<file path="src/rtl/tdm_deserializer_if.sv">
// Bus bundle for tdm_deserializer: serial bit input side and word output handshake.
// master = deserializer side, slave = environment side.
interface tdm_deserializer_if #(
  parameter int unsigned DATA_WIDTH   = 24,
  parameter int unsigned NUM_CHANNELS = 2,
  parameter int unsigned CH_W         = (NUM_CHANNELS > 1) ? $clog2(NUM_CHANNELS) : 1
);
  logic                  i_din;
  logic                  i_din_valid;
  logic                  i_frame_sync;
  logic                  o_ready;
  logic [DATA_WIDTH-1:0] o_dout;
  logic [CH_W-1:0]       o_chan;
  logic                  o_frame_last;
  logic                  o_dout_valid;
  logic                  i_ready;
  logic                  o_par_err;
  logic                  o_sync_err;

  modport master (
    input  i_din, i_din_valid, i_frame_sync, i_ready,
    output o_ready, o_dout, o_chan, o_frame_last, o_dout_valid, o_par_err, o_sync_err
  );

  modport slave (
    output i_din, i_din_valid, i_frame_sync, i_ready,
    input  o_ready, o_dout, o_chan, o_frame_last, o_dout_valid, o_par_err, o_sync_err
  );
endinterface

</file>
<file path="src/rtl/tdm_deserializer.sv">
// Bit-serial to word-parallel TDM receiver with frame sync, one pending word of buffering
// and backpressure. Define DESER_PARITY_EN for a trailing even-parity bit per word.
module tdm_deserializer #(
  parameter int unsigned DATA_WIDTH   = 24,
  parameter int unsigned NUM_CHANNELS = 2,
  parameter int unsigned LSB_FIRST    = 1,
  parameter int unsigned CH_W         = (NUM_CHANNELS > 1) ? $clog2(NUM_CHANNELS) : 1
) (
  input logic i_clk,
  input logic i_rst,
  input logic i_en,
  tdm_deserializer_if.master bus
);
`ifdef DESER_PARITY_EN
  localparam int unsigned WORD_BITS = DATA_WIDTH + 1;
`else
  localparam int unsigned WORD_BITS = DATA_WIDTH;
`endif
  localparam int unsigned BIT_W = $clog2(WORD_BITS + 1);

  logic [DATA_WIDTH-1:0] shreg_q, shreg_d;
  logic [BIT_W-1:0]      bit_cnt_q, bit_cnt_d, bit_base;
  logic [CH_W-1:0]       chan_cnt_q, chan_cnt_d, chan_base;
  logic [CH_W-1:0]       pend_chan_q, pend_chan_d;
  logic                  pending_q, pending_d;
  logic [DATA_WIDTH-1:0] dout_q, dout_d;
  logic [CH_W-1:0]       chan_q, chan_d;
  logic                  last_q, last_d;
  logic                  valid_q, valid_d;
  logic                  sync_err_q, sync_err_d;
  logic                  accept, out_free, sync, word_done;
`ifdef DESER_PARITY_EN
  logic                  par_acc_q, par_acc_d, par_base;
  logic                  pend_par_q, pend_par_d;
  logic                  par_err_q, par_err_d;
  logic                  word_perr;
`endif

  assign bus.o_ready = i_en & ~i_rst & ~pending_q;
  assign accept      = i_en & bus.i_din_valid & bus.o_ready;
  assign sync        = i_en & bus.i_frame_sync;
  assign out_free    = ~valid_q | bus.i_ready;

  // Next-state: sync first, then bit accept, then output register transfer.
  always_comb begin
    shreg_d     = shreg_q;
    pend_chan_d = pend_chan_q;
    pending_d   = pending_q;
    dout_d      = dout_q;
    chan_d      = chan_q;
    last_d      = last_q;
    valid_d     = valid_q;
    sync_err_d  = 1'b0;
    word_done   = 1'b0;
    bit_base    = bit_cnt_q;
    chan_base   = chan_cnt_q;
`ifdef DESER_PARITY_EN
    par_base    = par_acc_q;
    pend_par_d  = pend_par_q;
    par_err_d   = par_err_q;
    word_perr   = 1'b0;
`endif

    if (sync) begin
      bit_base   = '0;
      chan_base  = '0;
      sync_err_d = (bit_cnt_q != '0);
`ifdef DESER_PARITY_EN
      par_base   = 1'b0;
`endif
    end

    bit_cnt_d  = bit_base;
    chan_cnt_d = chan_base;
`ifdef DESER_PARITY_EN
    par_acc_d  = par_base;
`endif

    if (accept) begin
      if (bit_base < BIT_W'(DATA_WIDTH)) begin
        if (LSB_FIRST != 0) shreg_d = {bus.i_din, shreg_q[DATA_WIDTH-1:1]};
        else                shreg_d = {shreg_q[DATA_WIDTH-2:0], bus.i_din};
`ifdef DESER_PARITY_EN
        par_acc_d = par_base ^ bus.i_din;
`endif
      end
      if (bit_base == BIT_W'(WORD_BITS - 1)) begin
        word_done  = 1'b1;
        bit_cnt_d  = '0;
        chan_cnt_d = (chan_base == CH_W'(NUM_CHANNELS - 1)) ? '0 : chan_base + 1'b1;
`ifdef DESER_PARITY_EN
        par_acc_d  = 1'b0;
        word_perr  = par_base ^ bus.i_din;
`endif
      end else begin
        bit_cnt_d = bit_base + 1'b1;
      end
    end

    // A pending word excludes accepts, so it never collides with word_done.
    if (pending_q && out_free) begin
      dout_d    = shreg_q;
      chan_d    = pend_chan_q;
      last_d    = (pend_chan_q == CH_W'(NUM_CHANNELS - 1));
      valid_d   = 1'b1;
      pending_d = 1'b0;
`ifdef DESER_PARITY_EN
      par_err_d = pend_par_q;
`endif
    end else if (word_done) begin
      if (out_free) begin
        dout_d    = shreg_d;
        chan_d    = chan_base;
        last_d    = (chan_base == CH_W'(NUM_CHANNELS - 1));
        valid_d   = 1'b1;
`ifdef DESER_PARITY_EN
        par_err_d = word_perr;
`endif
      end else begin
        pending_d   = 1'b1;
        pend_chan_d = chan_base;
`ifdef DESER_PARITY_EN
        pend_par_d  = word_perr;
`endif
      end
    end else if (valid_q && bus.i_ready) begin
      valid_d = 1'b0;
    end
  end

  always_ff @(posedge i_clk) begin
    if (i_rst) begin
      shreg_q     <= '0;
      bit_cnt_q   <= '0;
      chan_cnt_q  <= '0;
      pend_chan_q <= '0;
      pending_q   <= 1'b0;
      dout_q      <= '0;
      chan_q      <= '0;
      last_q      <= 1'b0;
      valid_q     <= 1'b0;
      sync_err_q  <= 1'b0;
`ifdef DESER_PARITY_EN
      par_acc_q   <= 1'b0;
      pend_par_q  <= 1'b0;
      par_err_q   <= 1'b0;
`endif
    end else begin
      shreg_q     <= shreg_d;
      bit_cnt_q   <= bit_cnt_d;
      chan_cnt_q  <= chan_cnt_d;
      pend_chan_q <= pend_chan_d;
      pending_q   <= pending_d;
      dout_q      <= dout_d;
      chan_q      <= chan_d;
      last_q      <= last_d;
      valid_q     <= valid_d;
      sync_err_q  <= sync_err_d;
`ifdef DESER_PARITY_EN
      par_acc_q   <= par_acc_d;
      pend_par_q  <= pend_par_d;
      par_err_q   <= par_err_d;
`endif
    end
  end

  assign bus.o_dout       = dout_q;
  assign bus.o_chan       = chan_q;
  assign bus.o_frame_last = last_q;
  assign bus.o_dout_valid = valid_q;
  assign bus.o_sync_err   = sync_err_q;
`ifdef DESER_PARITY_EN
  assign bus.o_par_err    = par_err_q;
`else
  assign bus.o_par_err    = 1'b0;
`endif
endmodule

</file>
<file path="src/flat_wrapper.sv">
// flat-port wrapper written by rule: the top's interface ports become plain ports
module tdm_deserializer_flat 
#(
  parameter int unsigned DATA_WIDTH   = 24,
  parameter int unsigned NUM_CHANNELS = 2,
  parameter int unsigned LSB_FIRST    = 1,
  parameter int unsigned CH_W         = (NUM_CHANNELS > 1) ? $clog2(NUM_CHANNELS) : 1
)
  (i_clk, i_rst, i_en, bus_i_din, bus_i_din_valid, bus_i_frame_sync, bus_i_ready, bus_o_ready, bus_o_dout, bus_o_chan, bus_o_frame_last, bus_o_dout_valid, bus_o_par_err, bus_o_sync_err);
  tdm_deserializer_if #(.DATA_WIDTH(DATA_WIDTH), .NUM_CHANNELS(NUM_CHANNELS), .CH_W(CH_W)) bus_i ();
  input logic i_clk;
  input logic i_rst;
  input logic i_en;
  input wire logic [$bits(bus_i.i_din)-1:0] bus_i_din;
  input wire logic [$bits(bus_i.i_din_valid)-1:0] bus_i_din_valid;
  input wire logic [$bits(bus_i.i_frame_sync)-1:0] bus_i_frame_sync;
  input wire logic [$bits(bus_i.i_ready)-1:0] bus_i_ready;
  output wire logic [$bits(bus_i.o_ready)-1:0] bus_o_ready;
  output wire logic [$bits(bus_i.o_dout)-1:0] bus_o_dout;
  output wire logic [$bits(bus_i.o_chan)-1:0] bus_o_chan;
  output wire logic [$bits(bus_i.o_frame_last)-1:0] bus_o_frame_last;
  output wire logic [$bits(bus_i.o_dout_valid)-1:0] bus_o_dout_valid;
  output wire logic [$bits(bus_i.o_par_err)-1:0] bus_o_par_err;
  output wire logic [$bits(bus_i.o_sync_err)-1:0] bus_o_sync_err;
  assign bus_i.i_din = bus_i_din;
  assign bus_i.i_din_valid = bus_i_din_valid;
  assign bus_i.i_frame_sync = bus_i_frame_sync;
  assign bus_i.i_ready = bus_i_ready;
  assign bus_o_ready = bus_i.o_ready;
  assign bus_o_dout = bus_i.o_dout;
  assign bus_o_chan = bus_i.o_chan;
  assign bus_o_frame_last = bus_i.o_frame_last;
  assign bus_o_dout_valid = bus_i.o_dout_valid;
  assign bus_o_par_err = bus_i.o_par_err;
  assign bus_o_sync_err = bus_i.o_sync_err;
  tdm_deserializer #(.DATA_WIDTH(DATA_WIDTH), .NUM_CHANNELS(NUM_CHANNELS), .LSB_FIRST(LSB_FIRST), .CH_W(CH_W)) u_core (.i_clk(i_clk), .i_rst(i_rst), .i_en(i_en), .bus(bus_i));
endmodule
</file>
<file path="config.mk">
export PLATFORM = sky130hd
export DESIGN_NAME = tdm_deserializer_flat
export DESIGN_NICKNAME = d
export VERILOG_FILES = /design/src/rtl/tdm_deserializer_if.sv /design/src/rtl/tdm_deserializer.sv /design/src/flat_wrapper.sv
export SDC_FILE = /design/constraint.sdc
export NUM_CORES = 1
export LEC_CHECK = 0
export BUFFER_PORTS_ARGS = -buffer_cell sky130_fd_sc_hd__buf_2
export CAP_MARGIN = 20
export CORE_MARGIN = 10
export CORE_UTILIZATION = 45
export DETAILED_ROUTE_END_ITERATION = 10
export HOLD_SLACK_MARGIN = 0.03
export PLACE_DENSITY = 0.67
export RECOVER_POWER = 50
export SYNTH_ARGS = -nofsm -noshare
export SYNTH_HDL_FRONTEND = slang
export SYNTH_SLANG_ARGS = --single-unit
</file>
<file path="constraint.sdc">
create_clock -name i_clk -period 1.72 [get_ports i_clk]
set_input_delay 0.172 -clock i_clk [delete_from_list [all_inputs] [get_ports i_clk]]
set_output_delay 0.172 -clock i_clk [all_outputs]
set_load 0.005 [all_outputs]
</file>
# == Yosys cells after proc, flatten, opt, wreduce, memory -nomap -nowiden ==
# Index checks and enable logic that the tools add are counted.
# word_totals
out_inout_bits,30
word_cells,59
inputBits,7
ff_bits,59
# op_classes
n_bitwise,12
n_addsub,2
n_lt_le_gt_ge,1
reduce_logical,12
n_eq_ne,2
n_mux,21
# op_table
op,n
$mux 24,5
$mux 5,3
$mux 1,13
$not 1->1,6
$reduce_and 2->1,3
$add 5x1->5 const B,1
$and 1x1->1,5
$eq 5x5->1 const B,1
$lt 5x5->1 const B,1
$reduce_bool 5->1,1
$reduce_bool 2->1,2
$reduce_or 2->1,2
$ne 3x2->1 const B,1
$reduce_and 3->1,1
$reduce_bool 3->1,1
$logic_and 1x1->1,2
$add 1x1->1 const B,1
$or 1x1->1,1

# == Logic depth before layout (Yosys ltp) ==
# depth
depth_word,8
ltp_mapped,9
depth_no_buf,7

# == Worst setup path after synthesis ==
# OpenSTA, ideal clock, no wires.
# synth_timing
path_type,register to register
startpoint,register u_core.bit_cnt_q[0]
endpoint,"register u_core.dout_q[13], in the netlist u_core.bus.o_dout[13]"
arrival_time_ns,1.655
setup_time_ns,0.146
path_slack_ns,-0.081
t_required_ns,1.574
path_buffers,1
period_less_slack_ns,1.801
path_stages_with_launch,8
path_cell_list,dfxtp_1 -> and2_1 -> ha_1 -> and3b_1 -> nand3_2 -> clkbuf_1 -> a221oi_1 -> a211oi_2
# synth_between
elab_chain_cells,7
word_cells_on_any_way,12
cone_classes,1 x order compare; 1 x eq/ne; 8 x mux; 2 x reduce/logical
# synth_rtl
item,line_no,text
"start, declared",tdm_deserializer.sv:22,"logic [BIT_W-1:0] bit_cnt_q, bit_cnt_d, bit_base;"
"start signal, assigned",tdm_deserializer.sv:150,bit_cnt_q <= bit_cnt_d;
$mux 5 *,tdm_deserializer.sv:64,if (sync) begin
$lt 5x5->1,tdm_deserializer.sv:80,if (bit_base < BIT_W'(DATA_WIDTH)) begin
$mux 24,tdm_deserializer.sv:80,
$mux 24,tdm_deserializer.sv:79,if (accept) begin
$mux 24,tdm_deserializer.sv:111,if (out_free) begin
$mux 24,tdm_deserializer.sv:110,end else if (word_done) begin
$mux 24,tdm_deserializer.sv:101,if (pending_q && out_free) begin
"end signal, assigned",tdm_deserializer.sv:154,dout_q <= dout_d;
"end, declared",tdm_deserializer.sv:26,"logic [DATA_WIDTH-1:0] dout_q, dout_d;"
# Mark *: on every way between the ends. The rest lies on a longest branch, timed or not. The select of a mux whose other input is x is not followed.
# A chain may end at the register's enable or synchronous reset.

# == Final worst setup path ==
# layout_timing
startpoint,register u_core.bit_cnt_q[0]
endpoint,"register u_core.dout_q[7], in the netlist u_core.bus.o_dout[7]"
# The elaborated chain is that of the path after synthesis.

==> results.md <==
- Final-layout setup total negative slack: -0.00323 ns
- Antenna violations before repair: 0
- Switching component of the power: between 0.6 and 0.7 mW
- CTS sink cnt: 59
- Via Count: about 2400
- Violations in the final reports: negative setup slack
- Part of the total power dissipated in the clock network: between 40% and 50%
- Seq pwr share: roughly 53%
- Achievable Freq: around 580 MHz
- Vias in the first global route: 2223
- Final wirelength: 6650 um
- Count of warnings emitted by yosys: 0
- Cells along the critical path: and2_4 -> ha_4 -> and3b_2 -> nand3_4 -> buf_12 -> a221oi_1 -> a211oi_2
- Clock transition at the register clock pins on the worst setup and hold paths after CTS: 0.07 ns
- Mux cell area share after synthesis: 0%
- All-layer global routing usage: around an eighth
- Core utilization of the finished layout: around three fifths
- Maximum net fanout on the critical path: 6
- Share of synthesized cell area in and, or, nand and nor gates: 18.4%
- Area growth from synthesis to layout: 29.3%
- Met2 capacity usage during global routing: around 21%
- Number of synthesized flops with an enable pin: 0
- Leak: 1.10 nW
- Wire length per cell: 15.2 um
- Met3 global-route usage: about 2.8%
- Gr busiest metal: met2
- Post-synth net total: between 300 and 400
- Final Skew: between 0.01 and 0.015 ns
- Unrepaired setup endpoints after global routing: true
- Adder-cell share of the synthesized area: less than 1%
- Seq. cell area: roughly 1200 um^2
- CTS tree: yes
- Most used flip-flop cell after synthesis: sky130_fd_sc_hd__dfxtp_1
- Fraction of the yosys area taken by sequential cells: between 40% and 50%
- Placed inst area: ~3000 um^2
- Maximum number of pins on one net before global-route repair: 56
- Number of pins exceeding their max-slew limit in the final report: 0
- Post-layout nets: 367
- Number of buffers and inverters on the critical path: 1
- Multi-input gate area in the final layout: about 1500 um^2
- Sw Share: a little under a quarter
- Number of iterations in the first detailed-routing pass: 4
- Xor and xnor area share after synthesis: 0.984%
- Critical path class: reg2reg
- Largest family of logic cells by synthesized area: compound AO/OA/AOI/OAI gates
- Total of buffers placed on input and output ports: 35
- Initial Util: between 40% and 50%
- Max-cap violations: 0
- Largest delay share family, worst path: simple AND/OR/NAND/NOR gates
- Max H-tree Level: 3
- Core ar.: a little under 6000 um^2
- Number of buffers added by the clock tree synthesis step: 9
- Number of library cell types mapped by synthesis: 40
- Worst-Skew Late Latency: ~0.34 ns
- Residual antenna-violating net count after detailed routing: 0
- Share of the synthesized area in compound gates (AO/OA/AOI/OAI): between 20 and 30%
- Ant diodes: 0
- Slowest-stage cell, CP: sky130_fd_sc_hd__dfxtp_2
- WP data arrival: around 1.9 ns
- Startpoint kind of the worst setup timing path: flop
- DIE HEIGHT: just under 100 um
- Minimum period implied by the final worst setup slack: between 1.5 and 2 ns
- Drt first-iter violations: roughly 170
- Routability cong.: between 0.8 and 0.9
- Row cnt: 28
- Worst-margin pin slew: 0.667 ns
- Final period utilization: 100%
- Design internal power: ~2 mW
- Flops & latches, synth: 59
- Netlist area before placement: about 2700 um^2
- Width of the chip: ~97 um
- Full die area: roughly 9400 um^2
- Synthesized netlist cell count: roughly 310
- Combinational Power Share: between 4 and 5%
- Ratio of cells with drive above 1 in the final layout: 28.4%
- HPWL after detailed placement: 4070 um
- Synth top area cells: sky130_fd_sc_hd__dfxtp_1 44%, sky130_fd_sc_hd__nand2_1 7.9%, sky130_fd_sc_hd__a21oi_1 6.9%
- Critical path capture point type: flop
- Number of buffers on the longest clock path: 2
- Hold buffer count at CTS: 0
- Average size of a mapped cell: a little under 9 um^2
- Congestion Overflow GR: 0
- Final critical-path setup slack: -0.00323 ns
- Worst EP required: between 1.5 and 2 ns
- Area share of the largest cell type after synthesis: around 44%
- Clk Tree Root Cell: sky130_fd_sc_hd__clkbuf_8
- Filler cell count in the final layout: between 500 and 600
- Cell accounting for the most synthesized area: sky130_fd_sc_hd__dfxtp_1
- Design Area, Final: between 3000 and 4000 um^2
- Relative slew margins: a little under three fifths
- CP max stage delay: 0.32 ns
- Top-Level Pins: 37
- Share of synthesized flip-flops with an asynchronous set or reset: 0%
- Met1 GRT Util: between 10% and 20%
- Via/cell ratio: about 5.4
- Power per cell area: about 740 nW/um^2
- Final number of hold-violating endpoints: 0
- First-pass GRT wire length: 10400 um
- Hold/Removal Path Class: in2reg
- Worst supply voltage drop on vdd: slightly above 0.4 mV
- Count of final setup violators: 1
- Drt drc: 0
- Run status: finished with violations
==> synthesized netlist by cell type, drive strengths merged (2+ instances only) <==
cell type	instances
nor3	2
a21o	2
nand4	3
nand2	56
inv	24
buf	13
o21ai	11
nor2	4
a221oi	24
a211oi	17
clkbuf	14
nand3	3
dfxtp	59
a31oi	2
xnor2	3
nand2b	17
and2	3
and3b	2
a21oi	37
==> power by group through the flow <==
stage	combinational (mW)	clock, mW	sequential, mW
detailed placement	0.109	0	1.40
CTS	0.109	1.09	1.37
global placement	0.108	0	1.40
global route	0.126	1.15	1.37
floorplan	0.0612	0	1.40
finish	0.115	1.08	1.37
==> metrics by stage <==
step	cells	setup slack [ns]	hold WS, ns	power [mW]
finish	438	-0.00323	0.104	2.57
CTS	433	-0.0000857	0.0927	2.57
detailed placement	417	-0.0961	0.438	1.51
floorplan	308	0.0126	0.283	1.46
global route	438	-0.0669	0.137	2.65
global placement	417	-0.0218	0.439	1.51
==> final timing paths <==
check                             start                    end  slack, ns  depth (start not counted)
setup reg to reg    u_core.bit_cnt_q[0]   u_core.bus.o_dout[7]     -0.003                          7
hold / removal                bus_i_din     u_core.shreg_q[23]       0.10                          3
hold reg to reg   u_core.bus.o_dout[10]  u_core.bus.o_dout[10]       0.46                          2
setup / recovery    u_core.bit_cnt_q[0]   u_core.bus.o_dout[7]     -0.003                          7
==> sequential cells by signal, indices dropped and copies added, names as in the netlist <==
| register | flops |
|---|---|
| u_core.bit_cnt_q | 5 |
| u_core.chan_cnt_q | 1 |
| u_core.pending_q | 1 |
| u_core.bus.o_chan | 1 |
| u_core.shreg_q | 24 |
| u_core.bus.o_dout | 24 |
| u_core.bus.o_dout_valid | 1 |
| u_core.pend_chan_q | 1 |
| u_core.bus.o_sync_err | 1 |
==> final cells by class <==
cell class | instances | area share [%]
clock buffers | 13 | 4.31
clock inverters | 2 | 0.362
inverters | 24 | 2.61
multi-input cells | 200 | 43.1
flip-flops and latches | 59 | 34.3
well taps | 75 | 2.72
repair buffers | 65 | 12.7
==> layout by cell type, fill, tap and decap left out, drive strengths merged, types with 2 or more instances in the layout <==
cell | netlist | final
a211oi | 17 | 17
a21o | 2 | 2
a21oi | 37 | 37
a221oi | 24 | 24
a31oi | 2 | 2
and2 | 3 | 5
and3b | 2 | 2
buf | 13 | 37
clkbuf | 14 | 41
dfxtp | 59 | 59
inv | 24 | 24
nand2 | 56 | 56
nand2b | 17 | 17
nand3 | 3 | 3
nand4 | 3 | 3
nor2 | 4 | 4
nor3 | 2 | 2
o21ai | 11 | 11
xnor2 | 3 | 3
==> worst register-to-register path: cells and delay by family (launching register included) <==
family,cells,cell delay (ns)
adders and majority gates,1,0.13
and+or+nand+nor,3,0.56
buffers and inverters,1,0.17
DFF,1,0.32
AOI/OAI and AO/OA,2,0.40
==> layer usage <==
metal  up-vias  wire [um]
li1       1178          -
met4         0        112
met2        59       3230
met3         8        299
met5         -          0
met1      1138       3010
==> logic make-up after synthesis <==
group	count (synthesis)
xor gates and xnor gates	3
adders and majority gates	1
DFF	59
and+or+nand+nor	98
other	1
buffers and inverters	51
AOI/OAI and AO/OA	95
==> timing repair <==
| action | 4_1_cts | 5_1_grt |
|---|---|---|
| cloned | 1 | 2 |
| endpoints found under the setup margin | 1 | 24 |
| resized for setup | 1 | 39 |
| setup buffers | 0 | 3 |
| pin swaps | 0 | 10 |
No activity file was read; power rests on OpenSTA's default activity.
